==> config.mk <==
export PLATFORM = sky130hd
export DESIGN_NAME = par2serial_tx
export DESIGN_NICKNAME = d
export VERILOG_FILES = /design/src/rtl/p2s_pkg.sv /design/src/rtl/par2serial_shreg.sv /design/src/rtl/par2serial_tx.sv
export SDC_FILE = /design/constraint.sdc
export NUM_CORES = 1
export LEC_CHECK = 0
export ABC_AREA = 1
export CAP_MARGIN = 10
export CORE_MARGIN = 3
export CORE_UTILIZATION = 45
export DETAILED_ROUTE_END_ITERATION = 7
export PLACE_DENSITY = 0.83
export SYNTH_ARGS = -nofsm -noshare
export SYNTH_HDL_FRONTEND = slang
export SYNTH_SLANG_ARGS = --single-unit
==> constraint.sdc <==
create_clock -name clk_32f -period 2.1 [get_ports clk_32f]
set_input_delay 0.42 -clock clk_32f [delete_from_list [all_inputs] [get_ports clk_32f]]
set_output_delay 0.42 -clock clk_32f [all_outputs]
set_load 0.02 [all_outputs]
==> src/rtl/p2s_pkg.sv <==
`default_nettype none
// ============================================================================
// Module   : p2s_pkg
// Purpose  : Shared constants and state encoding for the parallel-to-serial TX.
// Revision : 1.0 - initial release
// ============================================================================
package p2s_pkg;

    localparam int unsigned C_DATA_W     = 8;
    localparam logic [7:0]  C_IDLE_SYM   = 8'hBC;
    localparam int unsigned C_SYNC_BYTES = 4;

    localparam logic [0:0] ST_SYNC = 1'b0;
    localparam logic [0:0] ST_RUN  = 1'b1;

    typedef enum logic [0:0] {
        SYNC = ST_SYNC,
        RUN  = ST_RUN
    } p2s_state_t;

endpackage
`default_nettype wire

==> src/rtl/par2serial_shreg.sv <==
`default_nettype none
// ============================================================================
// Module   : par2serial_shreg
// Purpose  : Loadable left-shift register; MSB is the serial output bit.
// Revision : 1.0 - initial release
// ============================================================================
module par2serial_shreg #(
    parameter int unsigned DATA_W = 8
) (
    input  logic              clk,
    input  logic              rst,
    input  logic              i_load,
    input  logic [DATA_W-1:0] i_din,
    output logic              o_dout_msb
);

    logic [DATA_W-1:0] r_shreg;

    always_ff @(posedge clk) begin
        if (rst) begin
            r_shreg <= '0;
        end else if (i_load) begin
            r_shreg <= i_din;
        end else begin
            r_shreg <= {r_shreg[DATA_W-2:0], 1'b0};
        end
    end

    assign o_dout_msb = r_shreg[DATA_W-1];

endmodule
`default_nettype wire

==> src/rtl/par2serial_tx.sv <==
`default_nettype none
// ============================================================================
// Module   : par2serial_tx
// Purpose  : Serialises the mux byte stream MSB-first, preceded by idle sync
//            symbols after reset. Optional alignment checker: P2S_ERR_CHK_EN.
// Revision : 1.0 - initial release
// ============================================================================
module par2serial_tx
    import p2s_pkg::*;
#(
    parameter int unsigned       DATA_W     = C_DATA_W,
    parameter logic [DATA_W-1:0] IDLE_SYM   = DATA_W'(C_IDLE_SYM),
    parameter int unsigned       SYNC_BYTES = C_SYNC_BYTES
) (
    input  logic              clk_32f,
    input  logic              reset,
    input  logic [DATA_W-1:0] data_in,
    input  logic              valid_in,
    output logic              data_out,
    output logic              frame_start,
    output logic              active
`ifdef P2S_ERR_CHK_EN
    ,
    output logic              err_align
`endif
);

    localparam int unsigned      CNT_W     = $clog2(DATA_W);
    localparam int unsigned      SYNC_W    = $clog2(SYNC_BYTES + 1);
    localparam logic [CNT_W-1:0] LAST_BIT  = CNT_W'(DATA_W - 1);
    localparam logic [SYNC_W-1:0] SYNC_LAST = SYNC_W'(SYNC_BYTES - 1);

    logic [CNT_W-1:0]  r_bit_cnt;
    logic [SYNC_W-1:0] r_sync_cnt;
    p2s_state_t        r_state;
    logic              r_frame_start;
    logic              r_active;
    logic              w_load;
    logic [DATA_W-1:0] w_next_byte;

    assign w_load = (r_bit_cnt == LAST_BIT);

    // valid_in only matters once sync symbols have all gone out
    always_comb begin
        w_next_byte = IDLE_SYM;
        if (r_state == RUN && valid_in) begin
            w_next_byte = data_in;
        end
    end

    always_ff @(posedge clk_32f) begin
        if (reset) begin
            r_bit_cnt     <= LAST_BIT;
            r_frame_start <= 1'b0;
            r_active      <= 1'b0;
            r_sync_cnt    <= '0;
            r_state       <= SYNC;
        end else if (w_load) begin
            r_bit_cnt     <= '0;
            r_frame_start <= 1'b1;
            if (r_state == SYNC) begin
                r_active   <= 1'b0;
                r_sync_cnt <= r_sync_cnt + 1'b1;
                if (r_sync_cnt == SYNC_LAST) begin
                    r_state <= RUN;
                end
            end else begin
                r_active <= valid_in;
            end
        end else begin
            r_bit_cnt     <= r_bit_cnt + 1'b1;
            r_frame_start <= 1'b0;
        end
    end

    par2serial_shreg #(
        .DATA_W (DATA_W)
    ) u_shreg (
        .clk        (clk_32f),
        .rst        (reset),
        .i_load     (w_load),
        .i_din      (w_next_byte),
        .o_dout_msb (data_out)
    );

    assign frame_start = r_frame_start;
    assign active      = r_active;

`ifdef P2S_ERR_CHK_EN
    logic [DATA_W-1:0] r_data_q;
    logic              r_valid_q;
    logic              r_err_align;

    // Upstream may only change its byte in the cycle that ends on a load edge
    always_ff @(posedge clk_32f) begin
        if (reset) begin
            r_data_q    <= '0;
            r_valid_q   <= 1'b0;
            r_err_align <= 1'b0;
        end else begin
            r_data_q  <= data_in;
            r_valid_q <= valid_in;
            if (r_state == RUN && !w_load &&
                ((data_in != r_data_q) || (valid_in != r_valid_q))) begin
                r_err_align <= 1'b1;
            end
        end
    end

    assign err_align = r_err_align;
`endif

endmodule
`default_nettype wire

After elaboration in Yosys (flattened, before gate mapping)
Index checks and enable logic that the tools add are counted.

Add/sub/neg operators: 2. Reductions and logical operators: 3. Mux-type cells: 7. Eq/ne operators: 2. Bitwise gates (word level): 3.

Operators by type and width (count): two-way mux 8 bit (2); adder 3 x 1 -> 3 bit, second input constant (2); two-way mux 1 bit (4); equality test 3 x 2 -> 1 bit, second input constant (1); equality test 3 bit, second input constant (1); two-way mux 3 bit (1); NOT 1 bit (3); OR reduction 3 bit (1); AND reduction 2 bit (1); logical AND 1 bit (1).

Flip-flop bits (word level): 17. Input bits: 11. Logic and storage cells: 24.

Longest topological paths before layout
Gate-level depths: netlist of run 1.

Depth after elaboration: 3. Mapped depth: 6.

Modules after synthesis
A second synthesis of run 1 with hierarchy kept.

Cells, all modules: 99. Area total of the unflattened synthesis: 730.7 um^2.

Modules (own cells, without submodules): par2serial_tx (instances 1, area each 416.6 um^2, cells each 52); par2serial_shreg (instances 1, area each 314.1 um^2, cells each 47).

Least setup slack after synthesis of run 1
No wires, ideal clock.

Kind: register -> register. Start: register r_bit_cnt[0]. End: register u_shreg.r_shreg[0]. Buffers on the path: 0. Stages on the path, launching flop included: 7. Setup time: 0.062 ns. Data required time: 2.038 ns. Data arrival time: 1.095 ns. Period minus slack after synthesis: 1.156 ns. Setup slack: 0.944 ns. Cell sequence: dfxtp_1 -> ha_1 -> ha_1 -> inv_2 -> nor2_8 -> nand2_2 -> nor2_2.

Word-level cells in the longest chain between the ends: 3.

Ends and longest elaborated chain: start, declared (line par2serial_tx.sv:33) `logic [CNT_W-1:0] r_bit_cnt;`; start signal, assigned (line par2serial_tx.sv:71) `r_bit_cnt <= r_bit_cnt + 1'b1;`; equality test 3 bit (line par2serial_tx.sv:41) `assign w_load = (r_bit_cnt == LAST_BIT);`; NOT 1 bit (no line); OR reduction 3 bit (no line); end signal, assigned (line par2serial_shreg.sv:23) `r_shreg <= i_din;`; end signal, assigned (line par2serial_shreg.sv:25) `r_shreg <= {r_shreg[DATA_W-2:0], 1'b0};`; end, declared (line par2serial_shreg.sv:17) `logic [DATA_W-1:0] r_shreg;`.

No other way between the ends. A chain may end at the register's enable or synchronous reset.

Worst setup path after layout of run 1
Start: register r_active, in the netlist active. End: output port active.

RTL lines: start, declared (line par2serial_tx.sv:37) `logic r_active;`; start signal, assigned (line par2serial_tx.sv:68) `r_active <= valid_in;`; end, declared (line par2serial_tx.sv:21) `output logic active`.

No word-level cell between the ends.

==> results of run 1 <==
## metrics by stage
step           instances  cell area [sq um]  hold WS, ps  power (W)
2_1_floorplan         75                657          410   0.000520
3_3_place_gp         102                801          429   0.000574
3_5_place_dp         102                801          432   0.000582
4_1_cts              106                827          445   0.000749
5_1_grt              106                827          479   0.000793
6_report             106                827          440   0.000740
## flip-flops by register name (all words and copies together), names as in the netlist
| register | count |
|---|---|
| u_shreg.r_shreg | 8 |
| r_state | 1 |
| r_bit_cnt | 3 |
| r_sync_cnt | 3 |
| frame_start | 1 |
| active | 1 |
## metal layers
metal	share of wire	vias up
li1	-	271
met1	0.43	225
met2	0.47	15
met3	0.076	4
met4	0.025	0
met5	0	-
## power by group through the flow
stage	combinational (W)	clock, W	sequential [W]
after floorplan	0.000115	0	0.000405
after global placement	0.000174	0	0.000400
after detailed placement	0.000180	0	0.000402
after CTS	0.000181	0.000173	0.000395
after global routing	0.000203	0.000193	0.000398
final	0.000178	0.000168	0.000394
## cells by family after synthesis
logic type	Yosys count
AO/OA/AOI/OAI	12
adder cells (fa/ha/maj)	5
AND/OR/NAND/NOR	29
buffers and inverters	12
flip-flops	17
## cell usage after synthesis
master    instances
nand2_1           8
a21oi_1           6
nor2_2            1
inv_1             8
nor2_1            8
nor2_8            1
dfxtp_1          17
buf_2             1
or2_2             2
o21ai_0           5
nand2_2           1
inv_2             3
o21ai_1           1
ha_1              5
nand3_1           7
nand3b_1          1
## worst max-delay path by stage
stage / start / end / slack (ps) / cells past startpoint
floorplan: r_bit_cnt[0] / u_shreg.r_shreg[0] / 940 / 6
global placement: reset / u_shreg.r_shreg[5] / 710 / 4
detailed placement: reset / u_shreg.r_shreg[5] / 630 / 4
CTS: active / active / 440 / 1
global route: active / active / 400 / 1
finish: active / active / 460 / 1
## cells in the final DEF (no fill, tap or decap), types with 5 or more instances in the layout
master,instances
a21oi_1,6
nand2_1,8
ha_1,5
nand3_1,7
inv_1,8
dfxtp_1,17
clkdlybuf4s50_1,13
nor2_1,8
o21ai_0,5
## worst register-to-register path, cell delays in order (launching register included)
cell and delay [ps]:
dfxtp_1 340, ha_1 170, ha_1 310, inv_2 130
nor2_8 180, nand3_1 90, nand2_1 60
## final cells by class
cell class / count / area, sq um
flip-flops and latches: 17 / 340
well taps: 15 / 18.8
inverters: 11 / 41.3
multi-input cells: 46 / 270
repair buffers: 13 / 130
fillers: 123 / 507
clock buffers: 4 / 26.3
==> summary.md, run 1 <==
| Metric | Value |
|---|---|
| Synth warn | 0 |
| Sw frac | 0.284 |
| Hold buffers post-CTS | 0 |
| Vias in the first global route | 436 |
| Post-DP HPWL | 854 microns |
| DRT iter0 DRCs | 2 |
| Worst setup slack after layout | 460 ps |
| XOR/XNOR Fraction of Synth Area | 0 |
| Tcrit/Tclk final | 0.781 |
| Die Width | 44.2 microns |
| Post-synth cell types | 16 |
| Met2 GRT Util | 0.192 |
| Final Setup Violations | 0 |
| R2R Setup Slk | 770 ps |
| Setup Fix Bufs, Post-CTS | 0 |
| Critical Path Source Type | flop |
| Die Height | 44.2 microns |
| Part of the power in registers | 0.532 |
| Worst Min Path Start | r_bit_cnt[0] |
| I/O Pins | 14 |
| Nets | 108 |
| Psw | 0.000210 W |
| Port Buffers | 13 |
| # clock sinks | 17 |
| GRT met1 Usage | 0.141 |
| Max VDD drop | 661 uV |
| Worst flop-to-flop path startpoint | r_bit_cnt[0] |
| Hold endpoint | r_bit_cnt[0] |
| Pint | 0.000530 W |
| Mean Syn Cell Area | 8.76 sq um |
| Area share of the largest cell type after synthesis | 0.518 |
| Max Fanout on Critical Path | 2 |
| Cell area after synthesis | 657 sq um |
| Largest cells by area after synthesis | dfxtp_1 (52%), ha_1 (9.5%), nand3_1 (5.3%) |
| #FFs+latches synth | 17 |
| Top Family by Delay on Critical Path | buffers and inverters |
| Static Leakage | 0.392 nW |
| Hold Path Class | reg2reg |
| WL per Instance | 10.2 microns |
| Antenna Nets Post-Route | 0 |
| Cell Pwr Density | 895 mW/mm^2 |
| Layout Skew | 2.89 ps |
| Worst Hold Depth | 1 |
| CP Class | reg2out |
| Clock Latency Late Sink | 290 ps |
| Clock Tree Buf Depth | 2 |
| Crit-path cells | clkdlybuf4s50_1 |
| Largest family of logic cells by synthesized area | simple AND/OR/NAND/NOR gates |
| Post-synthesis mux area share | 0 |
| Final Hold Fails | 0 |
| Diode count | 0 |
| Clock tree from TritonCTS | yes |
| Gate Count Post-Synth | 75 |
| WL final | 1.09 mm |
| Root Buffer | clkbuf_4 |
| RSZ-0062 raised after global routing | false |
| Reg clk slew, reported paths | 90 ps |
| Fin. max-slew vios | 0 |
| Fin crit period | 1640 ps |
| CTS resizes | 0 |
| Rel. slew slack | 0.823 |
| Largest net degree at the start of global routing | 16 |
| Num CTS Buffers | 3 |
| Die area | 0.00195 sq mm |
| Antenna violations before repair | 0 |
| Area growth syn-to-layout | 25.9% |
| Register area share after synthesis | 0.518 |
| Compound-Gate Fraction of Synth Area | 0.0914 |
| R2R Path End | u_shreg.r_shreg[1] |
| Share of layout cells above drive strength 1 | 0.121 |
| Gpl congestion | 0.773 |
| Synth area leader | dfxtp_1 |
| Max cap viols | 0 |
| Status | completed |
| Simple-gate share of the synthesized area | 0.225 |
| Worst slack, placed | 632 ps |
| Routing usage on met3 | 0.0610 |
| Fmax | 610 MHz |
| GRT Overall Usage | 0.125 |
| Clock share of power | 0.227 |
| Gr busiest metal | met2 |
| Bufs and invs on worst path | 1 |
| # H-tree levels | 1 |
| Worst path required time | 1680 ps |
| Finished Core Util | 0.620 |
| Critical-path top delay cell | clkdlybuf4s50_1 |
| Post-Syn Nets | 91 |
| Total congestion overflow | 0 |
| Comb pwr share | 0.240 |
| Worst-Margin Slew | 265 ps |
| CP max stage delay | 600 ps |
| Setup TNS | 0 ps |
| Arrival time at the worst endpoint | 1220 ps |
| First-pass GRT wire length | 1.72 mm |
| CP endpoint kind | output port |
| Vias after detailed routing | 515 |
| Core Area | 0.00133 sq mm |
| Rows | 13 |
| Initial Util | 0.492 |
| Worst R2R Path Depth | 6 |
| Synth Area in Adders | 0.0952 |
| DR DRC count | 0 |
| First-pass DRT Iterations | 4 |
| Vias per cell | 4.86 |
Power figures use the tool's default switching activity.
==> run 2, diff against run 1 <==
==> constraint.sdc (replaced) <==
create_clock -name clk_32f -period 1.7 [get_ports clk_32f]
set_input_delay 0.34 -clock clk_32f [delete_from_list [all_inputs] [get_ports clk_32f]]
set_output_delay 0.34 -clock clk_32f [all_outputs]
set_load 0.02 [all_outputs]
==> results of run 2 <==
Same layout as run 1 (identical final DEF). Status: completed.
Among the figures that moved: setup slack after placement 632 ps -> 312 ps; setup slack after layout 460 ps -> 140 ps; register-to-register setup slack 770 ps -> 370 ps; total power 0.000740 W -> 0.000914 W; worst IR drop on VDD 661 uV -> 817 uV
==> run 3, diff against run 2 <==
--- a/config.mk
+++ b/config.mk
@@ -9,6 +9,7 @@
 export CAP_MARGIN = 10
 export CORE_MARGIN = 3
 export CORE_UTILIZATION = 45
+export CTS_CLUSTER_DIAMETER = 30
 export DETAILED_ROUTE_END_ITERATION = 7
 export PLACE_DENSITY = 0.83
 export SYNTH_ARGS = -nofsm -noshare
==> results of run 3 <==
Same layout as run 1 (identical final DEF). Status: completed.
Among the figures that moved: setup slack after placement 632 ps -> 312 ps; setup slack after layout 460 ps -> 140 ps; register-to-register setup slack 770 ps -> 370 ps; total power 0.000740 W -> 0.000914 W; worst IR drop on VDD 661 uV -> 817 uV
